--- src/rtl/mem_dump_unit_pkg.sv ---
// Shared constants and state encoding for the debug memory dump unit.
package mem_dump_unit_pkg;

  localparam int INST_SZ_D      = 32;
  localparam int MEM_SZ_D       = 5;
  localparam int BYTE_SZ_D      = 8;
  localparam int BYTES_PER_WORD = INST_SZ_D / BYTE_SZ_D;
  localparam int BIDX_W         = (BYTES_PER_WORD > 1) ? $clog2(BYTES_PER_WORD) : 1;

  typedef enum logic [2:0] {
    ST_IDLE = 3'd0,
    ST_LOAD = 3'd1,
    ST_SEND = 3'd2,
    ST_WAIT = 3'd3,
    ST_DONE = 3'd4
  } dump_state_e;

  // A single-byte word still needs a one-bit index register.
  function automatic int idx_width(input int bytes_per_word);
    return (bytes_per_word > 1) ? $clog2(bytes_per_word) : 1;
  endfunction

endpackage

--- src/rtl/mem_dump_unit_if.sv ---
// Debug-port and UART-TX handshake bundle between the dump unit (master)
// and the memory stage / transmitter it serves (slave).
interface mem_dump_unit_if
  import mem_dump_unit_pkg::*;
#(
  parameter int INST_SZ = INST_SZ_D,
  parameter int MEM_SZ  = MEM_SZ_D,
  parameter int BYTE_SZ = BYTE_SZ_D
);

  logic [MEM_SZ-1:0]  debug_addr;
  logic [INST_SZ-1:0] debug_mem;
  logic [BYTE_SZ-1:0] tx_data;
  logic               tx_start;
  logic               tx_done;

  modport master (
    output debug_addr,
    output tx_data,
    output tx_start,
    input  debug_mem,
    input  tx_done
  );

  modport slave (
    input  debug_addr,
    input  tx_data,
    input  tx_start,
    output debug_mem,
    output tx_done
  );

endinterface

--- src/rtl/mem_dump_unit.sv ---
// Sweeps every data-memory word through the debug port and streams each word,
// least-significant byte first, to the UART transmitter.
module mem_dump_unit
  import mem_dump_unit_pkg::*;
#(
  parameter int INST_SZ = INST_SZ_D,
  parameter int MEM_SZ  = MEM_SZ_D,
  parameter int BYTE_SZ = BYTE_SZ_D
) (
  input  logic            i_clk,
  input  logic            i_reset,
  input  logic            i_start,
  mem_dump_unit_if.master dbg,
  output logic            o_busy,
  output logic            o_done
);

  localparam int BPW   = INST_SZ / BYTE_SZ;
  localparam int IDX_W = idx_width(BPW);

  dump_state_e        r_state;
  dump_state_e        w_state_nxt;
  logic [MEM_SZ-1:0]  r_addr;
  logic [IDX_W-1:0]   r_idx;
  logic [INST_SZ-1:0] r_word;
  logic               w_last_byte;
  logic               w_last_word;

  assign w_last_byte = (r_idx == IDX_W'(BPW - 1));
  assign w_last_word = (r_addr == {MEM_SZ{1'b1}});

  // State register.
  always_ff @(posedge i_clk) begin
    if (i_reset) begin
      r_state <= ST_IDLE;
    end else begin
      r_state <= w_state_nxt;
    end
  end

  // Next-state decode; tx_done only matters while waiting on a byte.
  always_comb begin
    w_state_nxt = r_state;
    case (r_state)
      ST_IDLE: begin
        if (i_start) w_state_nxt = ST_LOAD;
        else         w_state_nxt = ST_IDLE;
      end
      ST_LOAD: w_state_nxt = ST_SEND;
      ST_SEND: w_state_nxt = ST_WAIT;
      ST_WAIT: begin
        if (!dbg.tx_done)     w_state_nxt = ST_WAIT;
        else if (!w_last_byte) w_state_nxt = ST_SEND;
        else if (w_last_word)  w_state_nxt = ST_DONE;
        else                   w_state_nxt = ST_LOAD;
      end
      ST_DONE: w_state_nxt = ST_IDLE;
      default: w_state_nxt = ST_IDLE;
    endcase
  end

  // Address, byte index and word capture; the word is sampled once, in LOAD.
  always_ff @(posedge i_clk) begin
    if (i_reset) begin
      r_addr <= {MEM_SZ{1'b0}};
      r_idx  <= {IDX_W{1'b0}};
      r_word <= {INST_SZ{1'b0}};
    end else begin
      case (r_state)
        ST_IDLE, ST_DONE: begin
          r_addr <= {MEM_SZ{1'b0}};
          r_idx  <= {IDX_W{1'b0}};
        end
        ST_LOAD: begin
          r_word <= dbg.debug_mem;
          r_idx  <= {IDX_W{1'b0}};
        end
        ST_WAIT: begin
          if (dbg.tx_done) begin
            if (!w_last_byte) begin
              r_idx <= r_idx + IDX_W'(1);
            end else if (!w_last_word) begin
              r_addr <= r_addr + MEM_SZ'(1);
            end else begin
              r_addr <= r_addr;
            end
          end else begin
            r_idx <= r_idx;
          end
        end
        default: begin
          r_addr <= r_addr;
        end
      endcase
    end
  end

  assign dbg.debug_addr = r_addr;
  assign dbg.tx_data    = r_word[r_idx*BYTE_SZ +: BYTE_SZ];
  assign dbg.tx_start   = (r_state == ST_SEND);
  assign o_busy         = (r_state != ST_IDLE);
  assign o_done         = (r_state == ST_DONE);

endmodule

--- src/flat_wrapper.sv ---
// flat-port wrapper written by rule: the top's interface ports become plain ports
module mem_dump_unit_flat import mem_dump_unit_pkg::*;
#(
  parameter int INST_SZ = INST_SZ_D,
  parameter int MEM_SZ  = MEM_SZ_D,
  parameter int BYTE_SZ = BYTE_SZ_D
)
  (i_clk, i_reset, i_start, o_busy, o_done, dbg_debug_addr, dbg_tx_data, dbg_tx_start, dbg_debug_mem, dbg_tx_done);
  mem_dump_unit_if #(.INST_SZ(INST_SZ), .MEM_SZ(MEM_SZ), .BYTE_SZ(BYTE_SZ)) dbg_i ();
  input  logic i_clk;
  input  logic i_reset;
  input  logic i_start;
  output logic o_busy;
  output logic o_done;
  output wire logic [$bits(dbg_i.debug_addr)-1:0] dbg_debug_addr;
  output wire logic [$bits(dbg_i.tx_data)-1:0] dbg_tx_data;
  output wire logic [$bits(dbg_i.tx_start)-1:0] dbg_tx_start;
  input wire logic [$bits(dbg_i.debug_mem)-1:0] dbg_debug_mem;
  input wire logic [$bits(dbg_i.tx_done)-1:0] dbg_tx_done;
  assign dbg_debug_addr = dbg_i.debug_addr;
  assign dbg_tx_data = dbg_i.tx_data;
  assign dbg_tx_start = dbg_i.tx_start;
  assign dbg_i.debug_mem = dbg_debug_mem;
  assign dbg_i.tx_done = dbg_tx_done;
  mem_dump_unit #(.INST_SZ(INST_SZ), .MEM_SZ(MEM_SZ), .BYTE_SZ(BYTE_SZ)) u_core (.i_clk(i_clk), .i_reset(i_reset), .i_start(i_start), .dbg(dbg_i), .o_busy(o_busy), .o_done(o_done));
endmodule
--- config.mk ---
export PLATFORM = sky130hd
export DESIGN_NAME = mem_dump_unit_flat
export DESIGN_NICKNAME = d
export VERILOG_FILES = /design/src/rtl/mem_dump_unit_pkg.sv /design/src/rtl/mem_dump_unit_if.sv /design/src/rtl/mem_dump_unit.sv /design/src/flat_wrapper.sv
export SDC_FILE = /design/constraint.sdc
export NUM_CORES = 1
export LEC_CHECK = 0
export BUFFER_PORTS_ARGS = -buffer_cell sky130_fd_sc_hd__buf_2
export CORE_MARGIN = 4
export CORE_UTILIZATION = 55
export DETAILED_ROUTE_END_ITERATION = 12
export HOLD_SLACK_MARGIN = 0.05
export PLACE_DENSITY = 0.87
export SLEW_MARGIN = 15
export SYNTH_ARGS = -nofsm -noshare
export SYNTH_HDL_FRONTEND = slang
export SYNTH_SLANG_ARGS = --single-unit
--- constraint.sdc ---
create_clock -name i_clk -period 2.96 [get_ports i_clk]
set_input_delay 0.148 -clock i_clk [delete_from_list [all_inputs] [get_ports i_clk]]
set_output_delay 0.148 -clock i_clk [all_outputs]
set_load 0.01 [all_outputs]
==> flow_metrics.tcl <==
set metrics [dict create \
    maxUsedRoutingLayer "met4" \
    skew_ps 6.96 \
    setup_slack_ps 935 \
    clock.fmax_mhz 494 \
    pin_count 52 \
    cts.clk_slew.worst_paths_ps 120 \
    pwr-share-seq_pct 56.3 \
    setup_viol 0 \
    worstSetupPathType "flop to flop" \
    post_cts_resize_count 0 \
    switching_share_pct 27.2 \
    reg2regPathDepth 6 \
    synthMuxAreaShare_pct 10.7 \
    hold_slack_ps 226 \
    clock_latency_ps 350 \
    synth_area_leader_cell "dfxtp_1" \
    syn_inst 214 \
    fp.dieH_microns 66.3 \
    crit_path_max_incr_delay_ps 570 \
    cts_buffer_depth 2 \
    netlist_top_cells_area "dfxtp_1 45%, nand2_1 13%, mux4_2 9.7%" \
    fill_cells 218 \
    multi_input_area_sq_um 957 \
    grt_max_degree 43 \
    fin_crit_sh_pct 68.4 \
    worstPathRequired_ps 3260 \
    combPwrFrac_pct 16.2 \
    antenna_left 0 \
    chipWidth_microns 66.3 \
    drcViolationCount 0 \
    row_count 20 \
    synth-simple-area-share_pct 24.3 \
    met2_length_mm 2.38 \
    clock-sinks 42 \
    ys_top_cells_by_count "65 x nand2_1, 42 x dfxtp_1, 35 x a21oi_1, 9 x buf_2, 8 x mux4_2" \
    postSynthAreaPerCell_sq_um 8.72 \
    synth_edf_count 0 \
    p_int_uw 802 \
    drv_slew 0 \
    cts_tree "built" \
    seq_area_sq_um 841 \
    max_cap_viol_count 0 \
    grt_pass1_vias 1723 \
    clkPwrFrac_pct 27.4 \
    worstPathArrival_ps 2330 \
    wl_mm 4.85 \
    yosysUniqueCellTypes 31 \
    synth.cell_area_sq_um 1870 \
    initial_core_util_pct 59.2 \
    critPathLaunchType "flop" \
    place_congestion 0.835 \
    synth_fp_nets 253 \
    drt_iter0_markers 113 \
    grt-ovfl-total 0 \
    met3_length_microns 262 \
    vias 1774 \
    path_cells "ha_1, and3_1, ha_1, nand4b_1, or4b_1, nand3_1" \
    nets 329 \
    worstReg2RegStart "u_core.dbg.debug_addr[0]" \
    min_to "u_core.r_state[0]" \
    final_cells 335 \
    synthDominantCellAreaShare_pct 45.0 \
    crit_path_frequent_cell "ha_1" \
    port_buffers 51 \
    synth_compound_area_share_pct 13.9 \
    r2r_end "u_core.dbg.debug_addr[3]" \
    p_per_area_nw_per_um2 438 \
    antenna_found_initial 0 \
    fin_util_pct 79.8 \
    dp_cells 294 \
    min_path_type "primary input to flop" \
    cp_slowest_cell "or4b_1" \
    dominantRegCellSynth "dfxtp_1" \
    diodes 0 \
    synthArstFlopShare_pct 0 \
    place_hpwl_mm 2.81 \
    yosysWarnings 0 \
    crit_fanout 7 \
    p_leak_nw 1.03 \
    setup_tns_ps 0 \
    crit_start "u_core.dbg.debug_addr[0]" \
    synth-seq-cells 42 \
    tightest_slew_ps 989 \
    area_growth_pct 34.9 \
    cp_top_family "simple AND/OR/NAND/NOR gates" \
    switchingPower_uw 300 \
    yosys.area_share.adder_pct 2.01 \
    ys_seq_area_share_pct 45.0 \
    whs_path_depth 4 \
    end_kind "flop" \
    grt_use_total_pct 23.6 \
    slew_headroom_pct 34.1 \
    cts-buffers-inserted 5 \
    status "complete, no violations" \
    root_buffer "clkbuf_4" \
    first_pass_iters 4 \
    min_from "i_start" \
    htree_levels 2 \
    synth_top_family_by_area "simple AND/OR/NAND/NOR gates" \
    wire_per_inst_microns 14.5 \
    critPathBufInv 0 \
    via_per_inst 5.30 \
    layout-drive-gt1-share_pct 24.7 \
    synth_xor_area_share_pct 0 \
    rrSetupSlack_ps 930 \
    period_needed_ps 2030 \
    yosysMostFrequentCell "nand2_1" \
    hold_viol 0 \
    core-area_sq_um 3150 \
    post-place-ws_ps 1000 \
    vdd_drop_max_v 0.000250 \
    wl_met1_mm 2.11 \
    grt_pass1_wl_mm 7.91 \
    die-area_sq_um 4390 \
    rsz0062_at_grt "no" \
]
-- power by group through the flow --
stage          combinational, mW  clock, mW  sequential [mW]
3_5_place_dp               0.141          0            0.632
5_1_grt                    0.199      0.335            0.625
4_1_cts                    0.174      0.302            0.619
2_1_floorplan              0.104          0            0.618
3_3_place_gp               0.139          0            0.630
6_report                   0.179      0.302            0.621
-- metal layers --
layer / GRT usage [%] / up-vias
met1: 28.8 / 813
met5: 0 / -
met2: 40.6 / 54
li1: - / 896
met3: 4.42 / 11
met4: 9.14 / 0
-- worst min-delay path, cell delays in order --
cell     delay (ps)
buf_2            70
nor2b_1         100
o21ai_0          90
a31oi_1         130
-- kinds of logic after synthesis --
| logic type | after synthesis |
|---|---|
| buffers and inverters | 17 |
| AOI/OAI and AO/OA | 46 |
| DFF | 42 |
| and+or+nand+nor | 96 |
| adders and majority gates | 3 |
| muxes | 10 |
-- worst max-delay path by stage --
stage / endpoint / slack, ps / cells after the start
floorplan: u_core.dbg.debug_addr[3] / 1100 / 6
global placement: u_core.dbg.debug_addr[3] / 1060 / 6
detailed placement: u_core.dbg.debug_addr[3] / 1000 / 6
CTS: u_core.dbg.debug_addr[3] / 950 / 6
global route: u_core.r_word[2] / 800 / 4
finish: u_core.dbg.debug_addr[3] / 930 / 6
-- cells in the final DEF, fill, tap and decap left out, types with 5 or more instances in the layout --
cell type and n:
nand2_1 65, a21oi_1 35, nand2b_1 5, buf_2 51, clkbuf_4 5, mux4_2 8
nand3_1 7, dfxtp_1 42, dlygate4sd3_1 33
-- final cells by class --
class	count	share of cell area [%]
Sequential cell	42	33.4
Clock inverter	2	0.497
Clock buffer	6	2.04
Multi-Input combinational cell	155	38.0
Tap cell	44	2.19
Timing Repair Buffer	86	23.9
-- flip-flops by register name, indices dropped and copies added, names as in the netlist --
register	cells
u_core.r_idx	2
u_core.r_word	32
u_core.dbg.debug_addr	5
u_core.r_state	3
-- repair_timing --
| action | in CTS | in global routing |
|---|---|---|
| setup buffers | 0 | 0 |
| setup endpoints to repair | 0 | 0 |
| hold endpoints to repair | 33 | 0 |
| hold buffers | 33 | 0 |
-- per-stage QoR --
stage	area (sq um)	power [mW]
6_report	2520	1.10
5_1_grt	2520	1.16
4_1_cts	2520	1.09
3_5_place_dp	2120	0.773
3_3_place_gp	2120	0.769
2_1_floorplan	1870	0.722
Power figures use the tool's default switching activity.
